$ cat src/rtl/online_sub_r4_arb.sv
// Scheduler and sequencer for the shared radix-4 online subtractor datapath.
// Picks one of two clients by round-robin and pulses a datapath clear.
// It then streams the client's digits MSD-first, followed by a zero flush digit.
// It collects the N+1 result digits and returns them with a one-cycle done pulse.
// For addition the y digits are negated, so one subtractor covers both operations.
//
// state | meaning
// IDLE  | waiting for a request, arbitration happens here
// CLR   | one-cycle datapath clear
// RUN   | N+1 enabled cycles: N operand digits plus one flush digit
// CAPT  | last result digit captured, datapath disabled
// DONE  | done pulse to the served client, round-robin pointer updated

module online_sub_r4_arb #(
    parameter int N = 8
) (
    input  logic               clk,
    input  logic               reset,
    input  logic [1:0]         i_req,
    input  logic [1:0]         i_op_sub,
    input  logic [3*N-1:0]     i_x0,
    input  logic [3*N-1:0]     i_y0,
    input  logic [3*N-1:0]     i_x1,
    input  logic [3*N-1:0]     i_y1,
    output logic [1:0]         o_gnt,
    output logic               o_busy,
    output logic [1:0]         o_done,
    output logic [3*(N+1)-1:0] o_result,
    output logic               o_dp_clr,
    output logic               o_dp_en,
    output logic [2:0]         o_dp_x,
    output logic [2:0]         o_dp_y,
    input  logic [2:0]         i_dp_z
);

    localparam int CW = $clog2(N + 1);
    localparam logic [CW-1:0] CNT_LAST = CW'(N);

    typedef enum logic [2:0] {
        S_IDLE = 3'd0,
        S_CLR  = 3'd1,
        S_RUN  = 3'd2,
        S_CAPT = 3'd3,
        S_DONE = 3'd4
    } state_t;

    state_t                r_state;
    state_t                w_state_nxt;
    logic [CW-1:0]         r_cnt;
    logic [CW-1:0]         w_cnt_nxt;
    logic [1:0]            r_gnt;
    logic [1:0]            w_gnt_nxt;
    logic                  r_op_sub;
    logic                  w_op_sub_nxt;
    logic                  r_last;
    logic                  w_last_nxt;
    logic                  w_win;

    logic                  r_busy;
    logic [1:0]            r_done;
    logic [3*(N+1)-1:0]    r_result;
    logic                  r_dp_clr;
    logic                  r_dp_en;
    logic [2:0]            r_dp_x;
    logic [2:0]            r_dp_y;

    logic                  w_busy_nxt;
    logic [1:0]            w_done_nxt;
    logic [3*(N+1)-1:0]    w_result_nxt;
    logic                  w_dp_clr_nxt;
    logic                  w_dp_en_nxt;
    logic [2:0]            w_dp_x_nxt;
    logic [2:0]            w_dp_y_nxt;
    logic [3*N-1:0]        w_x_shift;
    logic [3*N-1:0]        w_y_shift;
    logic [2:0]            w_y_dig;
    logic                  w_capt;

    // Round-robin winner: on contention the client not served last wins.
    assign w_win = (i_req == 2'b11) ? ~r_last : i_req[1];

    // State register plus all registered outputs; every output clears on reset.
    always_ff @(posedge clk or posedge reset) begin
        if (reset) begin
            r_state  <= S_IDLE;
            r_cnt    <= '0;
            r_gnt    <= 2'b00;
            r_op_sub <= 1'b0;
            r_last   <= 1'b1;
            r_busy   <= 1'b0;
            r_done   <= 2'b00;
            r_result <= '0;
            r_dp_clr <= 1'b0;
            r_dp_en  <= 1'b0;
            r_dp_x   <= 3'd0;
            r_dp_y   <= 3'd0;
        end else begin
            r_state  <= w_state_nxt;
            r_cnt    <= w_cnt_nxt;
            r_gnt    <= w_gnt_nxt;
            r_op_sub <= w_op_sub_nxt;
            r_last   <= w_last_nxt;
            r_busy   <= w_busy_nxt;
            r_done   <= w_done_nxt;
            r_result <= w_result_nxt;
            r_dp_clr <= w_dp_clr_nxt;
            r_dp_en  <= w_dp_en_nxt;
            r_dp_x   <= w_dp_x_nxt;
            r_dp_y   <= w_dp_y_nxt;
        end
    end

    // Next-state logic: sequencing, grant latch and round-robin pointer.
    always_comb begin
        w_state_nxt  = r_state;
        w_cnt_nxt    = r_cnt;
        w_gnt_nxt    = r_gnt;
        w_op_sub_nxt = r_op_sub;
        w_last_nxt   = r_last;
        case (r_state)
            S_IDLE: begin
                if (|i_req) begin
                    w_state_nxt  = S_CLR;
                    w_cnt_nxt    = '0;
                    w_gnt_nxt    = w_win ? 2'b10 : 2'b01;
                    w_op_sub_nxt = i_op_sub[w_win];
                end
            end
            S_CLR: begin
                w_state_nxt = S_RUN;
                w_cnt_nxt   = '0;
            end
            S_RUN: begin
                if (r_cnt == CNT_LAST) begin
                    w_state_nxt = S_CAPT;
                    w_cnt_nxt   = '0;
                end else begin
                    w_cnt_nxt = r_cnt + 1'b1;
                end
            end
            S_CAPT: begin
                w_state_nxt = S_DONE;
            end
            S_DONE: begin
                w_state_nxt = S_IDLE;
                w_gnt_nxt   = 2'b00;
                w_last_nxt  = r_gnt[1];
            end
            default: begin
                w_state_nxt = S_IDLE;
                w_cnt_nxt   = '0;
                w_gnt_nxt   = 2'b00;
            end
        endcase
    end

    // Output logic: decode the upcoming state so every output leaves a flop.
    always_comb begin
        w_busy_nxt   = (w_state_nxt != S_IDLE);
        w_done_nxt   = (w_state_nxt == S_DONE) ? w_gnt_nxt : 2'b00;
        w_dp_clr_nxt = (w_state_nxt == S_CLR);
        w_dp_en_nxt  = (w_state_nxt == S_RUN);
        // Shift the selected operand so the digit for this count sits at the top.
        w_x_shift    = (w_gnt_nxt[1] ? i_x1 : i_x0) << (3 * w_cnt_nxt);
        w_y_shift    = (w_gnt_nxt[1] ? i_y1 : i_y0) << (3 * w_cnt_nxt);
        w_y_dig      = w_y_shift[3*N-1 -: 3];
        w_dp_x_nxt   = 3'd0;
        w_dp_y_nxt   = 3'd0;
        if (w_state_nxt == S_RUN && w_cnt_nxt != CNT_LAST) begin
            w_dp_x_nxt = w_x_shift[3*N-1 -: 3];
            // Two's-complement negation; -4 (3'b100) maps onto itself.
            w_dp_y_nxt = w_op_sub_nxt ? w_y_dig : (~w_y_dig + 3'd1);
        end
        // dp_z is valid the cycle after each enabled edge: RUN cnt>=1 and CAPT.
        w_capt       = (r_state == S_RUN && r_cnt != '0) || (r_state == S_CAPT);
        w_result_nxt = w_capt ? {r_result[3*N-1:0], i_dp_z} : r_result;
    end

    assign o_gnt    = r_gnt;
    assign o_busy   = r_busy;
    assign o_done   = r_done;
    assign o_result = r_result;
    assign o_dp_clr = r_dp_clr;
    assign o_dp_en  = r_dp_en;
    assign o_dp_x   = r_dp_x;
    assign o_dp_y   = r_dp_y;

endmodule
$ cat config.mk
export PLATFORM = sky130hd
export DESIGN_NAME = online_sub_r4_arb
export DESIGN_NICKNAME = d
export VERILOG_FILES = /design/src/rtl/online_sub_r4_arb.sv
export SDC_FILE = /design/constraint.sdc
export NUM_CORES = 1
export LEC_CHECK = 0
export CAP_MARGIN = 5
export CORE_AREA = 8 8 109 111
export DETAILED_ROUTE_END_ITERATION = 6
export DIE_AREA = 0 0 117 119
export GPL_ROUTABILITY_DRIVEN = 0
export HOLD_SLACK_MARGIN = 0.05
export PLACE_DENSITY = 0.79
export SLEW_MARGIN = 10
export SYNTH_ARGS = -nofsm -noshare
export SYNTH_HDL_FRONTEND = slang
export SYNTH_SLANG_ARGS = --single-unit
$ cat constraint.sdc
create_clock -name clk -period 10.5 [get_ports clk]
set_input_delay 2.1 -clock clk [delete_from_list [all_inputs] [get_ports clk]]
set_output_delay 2.1 -clock clk [all_outputs]
set_load 0.02 [all_outputs]
# Word level (Yosys, flattened, before mapping)
# Index checks and enable logic that the tools add are counted.
[op_classes] n_addsub=2 multipliers=1 magnitude_cmp=1 n_eq_ne=10 shifts=2 mux=20 n_bitwise=2 reduce_logical=9
[ops] operator="24-bit two-way mux" count=2
[ops] operator="24-bit by 6-bit << shifter with 24-bit output" count=2
[ops] operator="3-bit two-way mux" count=5
[ops] operator="3-bit case mux with 4 select lines" count=1
[ops] operator="4-bit case mux with 3 select lines" count=1
[ops] operator="3-bit by 2-bit == test with 1-bit output, second input constant" count=3
[ops] operator="4-bit two-way mux" count=2
[ops] operator="3-bit by 1-bit == test with 1-bit output, second input constant" count=2
[ops] operator="3-bit == test, second input constant" count=2
[ops] operator="2-bit by 4-bit multiplier with 6-bit output, first input constant" count=1
[ops] operator="2-bit two-way mux" count=3
[ops] operator="1-bit two-way mux" count=5
[ops] operator="4-bit by 1-bit adder with 4-bit output, second input constant" count=1
[ops] operator="4-bit == test, second input constant" count=1
[ops] operator="4-bit != test, second input constant" count=1
[ops] operator="2-bit case mux with 2 select lines" count=1
[ops] operator="4-bit nonzero test" count=1
[ops] operator="2-bit OR reduction" count=2
[ops] operator="3-bit by 1-bit adder with 3-bit output, second input constant" count=1
[ops] operator="3-bit zero test" count=1
[ops] operator="3-bit inverter" count=1
[ops] operator="3-bit nonzero test" count=1
[ops] operator="3-bit OR reduction" count=1
[ops] operator="2-bit == test, second input constant" count=1
[ops] operator="4 further kinds" count=5
[totals] register_bits=49 input_bits=105

# Logic depth before layout (Yosys ltp)
[depth] ltp_word=11 mapped_depth=23 mapped_depth_nobuf=18

# Least setup slack after synthesis
# No wires, ideal clock.
[synth_path] kind="input port to flip-flop" startpoint="input i_req[1]" endpoint="register r_dp_y[2], in the netlist o_dp_y[2]" setup_time_ns=0.079 arrival_time_ns=6.228 path_slack_ns=4.192 stages=17 path_cell_list="o21ba_2 > o211ai_1 > and2_1 > buf_4 > clkbuf_1 > ha_1 > ha_1 > clkbuf_1 > clkinv_1 > buf_1 > mux4_2 > mux4_2 > nand2_1 > o211ai_1 > ha_1 > or3_1 > mux2i_1"
[synth_lines] item="from (decl)" line="19" text="input logic [1:0] i_req,"
[synth_lines] item="2-bit OR reduction *" line="122" text="if (|i_req) begin"
[synth_lines] item="4-bit two-way mux *" line="122"
[synth_lines] item="4-bit case mux with 3 select lines *" line="120" text="case (r_state)"
[synth_lines] item="named net w_cnt_nxt[0]" line="50" text="logic [CW-1:0] w_cnt_nxt;"
[synth_lines] item="2-bit by 4-bit multiplier with 6-bit output" line="165" text="w_y_shift = (w_gnt_nxt[1] ? i_y1 : i_y0) << (3 * w_cnt_nxt);"
[synth_lines] item="24-bit by 6-bit << shifter with 24-bit output" line="165"
[synth_lines] item="3-bit inverter" line="172" text="w_dp_y_nxt = w_op_sub_nxt ? w_y_dig : (~w_y_dig + 3'd1);"
[synth_lines] item="3-bit by 1-bit adder with 3-bit output" line="172"
[synth_lines] item="3-bit two-way mux" line="172"
[synth_lines] item="3-bit two-way mux *" line="169" text="if (w_state_nxt == S_RUN && w_cnt_nxt != CNT_LAST) begin"
[synth_lines] item="named net w_dp_y_nxt[2]" line="73" text="logic [2:0] w_dp_y_nxt;"
[synth_lines] item="to (signal assigned)" line="109" text="r_dp_y <= w_dp_y_nxt;"
[synth_lines] item="to (decl)" line="65" text="logic [2:0] r_dp_y;"
# The timed path passes the listed nets; every way through them passes the cells marked *. The select of a mux whose other input is x is not followed.
# A chain may end at the register's enable or synchronous reset.

# Worst setup path after layout
[layout_path] startpoint="input i_req[1]" endpoint="register r_dp_y[2], in the netlist o_dp_y[2]"
[layout_between] elab_chain_len=11
[layout_rtl] item="branches (longest 10 deep; another with 2-bit by 4-bit multiplier with 6-bit output)"
[layout_rtl] item="3-bit two-way mux *" line="169"
[layout_rtl] item="named net w_dp_y_nxt[2]" line="73"
# Mark *: on every way through the listed nets, which the timed path passes. The select of a mux whose other input is x is not followed.

==> out/metrics.cfg <==
[status]
status=completed

[logic_synthesis]
syn_area_sq_mm=0.00396
synth-main-ff-cell=dfrtp_1
seq_area_frac_synth=0.310
async_reset_ff_frac=1.00
ys_warn_count=0
synth_top_area_frac=0.303
synth.distinct_cells=66
synth_nets=473
synthCells=358
syn_avg_cell_area_sq_um=11.1
synth-seq-cells=49
synth-edff-count=0
yosysTopAreaCell=dfrtp_1
synth_area_leaders=dfrtp_1 30%, mux2i_1 16%, mux4_2 13%

[final_layout]
area_growth_pct=40.2
antennaDiodeCount=0
final_nets=606
drive_gt1_frac=0.157
stdcell_count=628

[power_and_ir_drop]
peakVddDrop_mv=0.168
p_total_mw=1.96
p_leak_nw=2.28
power_per_cell_area_mw_per_mm2=353

[sta]
min_period_over_period=0.675
post-route-min-period_ns=7.09
clock.fmax_mhz=141
setup_viol=0
rsz0062_at_grt=false
slew_headroom=0.337
tightestPinTransition_ns=0.993
finalHoldViolCount=0
drv_slew=0
finClkSkew_ns=0.00583
tns_ns=0

[global_routing]
grt_start_max_net_pins=54
first_global_vias=3640
grt_pass1_wl_mm=17.4
antenna_found_initial=0
overflow=0
grtUsageTotal=0.151

[die]
core_sq_mm=0.0101
initial_core_util=0.393
die_y_um=119
fp.dieW_um=117
io_pins=145
row_count=37
fp.dieArea_sq_mm=0.0139

[clock_tree]
cts_setup_buffers=0
numCtsBuffers=5
cts_tree=built
cts_buffer_depth=2
cts_resized=0
root_buffer=clkbuf_8
clock_latency_ns=0.30
path_clk_slew_ns=0.09
cts_num_sinks=49
ctsHtreeMaxLevel=2
postCtsHoldBufs=0

[worst_setup_path]
crit_fanout=24
critPathArrivalTime_ns=7.32
critical_path.endpoint_type=flop
crit_type=input pin to flop
worstPathRequired_ns=10.73
start_kind=input pin

[detailed_routing]
ant_nets=0
wl_mm=10.8
drc_errors=0
via_per_inst=5.47
initialDrtViolationCount=130
wire_per_inst_um=17.2
firstDrtPassIters=4
via_count=3438

[job]
cap_violations=0

[placement]
io_buffers=144
placed_cells=620
hpwlAfterDp_mm=9.02

[min_path]
hp-class=flop to flop

[power breakdown]
group / leakage, nW / switching (mW) / total [mW] / internal, mW
Sequential: 0.608 / 0.0700 / 0.347 / 0.277
Clock: 0.0364 / 0.0636 / 0.110 / 0.0468
Combinational: 1.64 / 0.746 / 1.51 / 0.761
Total: 2.28 / 0.879 / 1.96 / 1.08
[final timing paths]
check	endpoint	depth (start not counted)	from	slack (ns)
max in group asynchronous	o_gnt[0]$_DFF_PP0_	2	reset	7.53
worst min-delay path	o_result[25]$_DFFE_PP0P_	1	o_result[25]$_DFFE_PP0P_	0.51
worst max-delay path	o_dp_y[2]$_DFF_PP0_	15	i_req[1]	3.41
min in group asynchronous	o_result[20]$_DFFE_PP0P_	2	reset	2.34
worst min register to register	o_result[25]$_DFFE_PP0P_	1	o_result[25]$_DFFE_PP0P_	0.51
worst max register to register	o_dp_y[2]$_DFF_PP0_	14	r_state[1]$_DFF_PP0_	5.11
[cell usage in the layout, fill, tap and decap left out, types with 6 or more instances in the layout]
master	Yosys	final
a211oi_1	8	8
ha_1	10	10
mux2i_1	64	64
o21ai_0	7	7
dfrtp_1	48	48
inv_1	16	15
mux4_2	22	22
a21oi_1	9	9
clkdlybuf4s50_1	0	144
mux2_2	29	29
nand3_1	6	6
nand2_1	24	24
nor2_1	12	11
[cell usage after synthesis, drive strengths merged (6+ instances only)]
library cell / count
a211oi: 8
a21oi: 9
buf: 13
clkbuf: 7
dfrtp: 48
ha: 10
inv: 17
mux2: 30
mux2i: 64
mux4: 22
nand2: 24
nand3: 6
nor2: 12
nor3: 6
o21ai: 9
[worst max-delay path: stages]
cell             delay (ns)
clkdlybuf4s50_1        0.49
o21ba_2                0.27
o211ai_1               0.38
and2_1                 0.19
buf_4                  0.27
ha_1                   0.23
ha_1                   0.37
clkinv_1               0.83
mux4_2                 0.78
mux4_2                 0.48
nand2_1                0.08
o211ai_1               0.09
ha_1                   0.22
or3_1                  0.37
mux2i_1                0.14
[sequential cells by signal (all words and copies together) (netlist names), 2 cells and up]
| name | count |
|---|---|
| r_state | 3 |
| r_cnt | 4 |
| o_result | 27 |
| o_dp_x | 3 |
| o_done | 2 |
| o_dp_y | 3 |
| o_gnt | 2 |
[metal layers]
metal	up-vias	global-route usage	part of all wire
li1	1640	-	-
met1	1634	0.184	0.42
met2	154	0.259	0.48
met3	10	0.0394	0.085
met4	0	0.0368	0.012
met5	-	0	0
[per-stage QoR]
stage | utilization | setup WS (ns) | hold slack (ns) | instance area, sq um
after floorplan | - | 4.19 | 0.564 | 3960
after global placement | 0.542 | 3.34 | 0.489 | 5470
after detailed placement | 0.542 | 3.14 | 0.495 | 5470
after CTS | 0.551 | 3.45 | 0.516 | 5560
after global routing | 0.551 | 2.99 | 0.528 | 5560
final | 0.551 | 3.41 | 0.512 | 5560
[kinds of logic (layout without fill, tap and decap cells)]
| family | after synthesis | after routing | synth area share |
|---|---|---|---|
| multiplexers | 116 | 116 | 0.372 |
| AND/OR/NAND/NOR | 76 | 76 | 0.105 |
| flip-flops | 49 | 49 | 0.310 |
| buffers and inverters | 39 | 173 | 0.0515 |
| AO/OA/AOI/OAI | 64 | 64 | 0.121 |
| adder cells (fa/ha/maj) | 10 | 10 | 0.0316 |
| XOR/XNOR | 4 | 4 | 0.00884 |
[layout make-up]
class / count / area [sq um]
Clock inverter: 3 / 22.5
Sequential cell: 49 / 1230
Clock buffer: 5 / 68.8
Timing Repair Buffer: 146 / 1460
Inverter: 19 / 76.3
Multi-Input combinational cell: 270 / 2530
Tap cell: 136 / 170
Fill cell: 915 / 4540
Power figures use the tool's default switching activity.
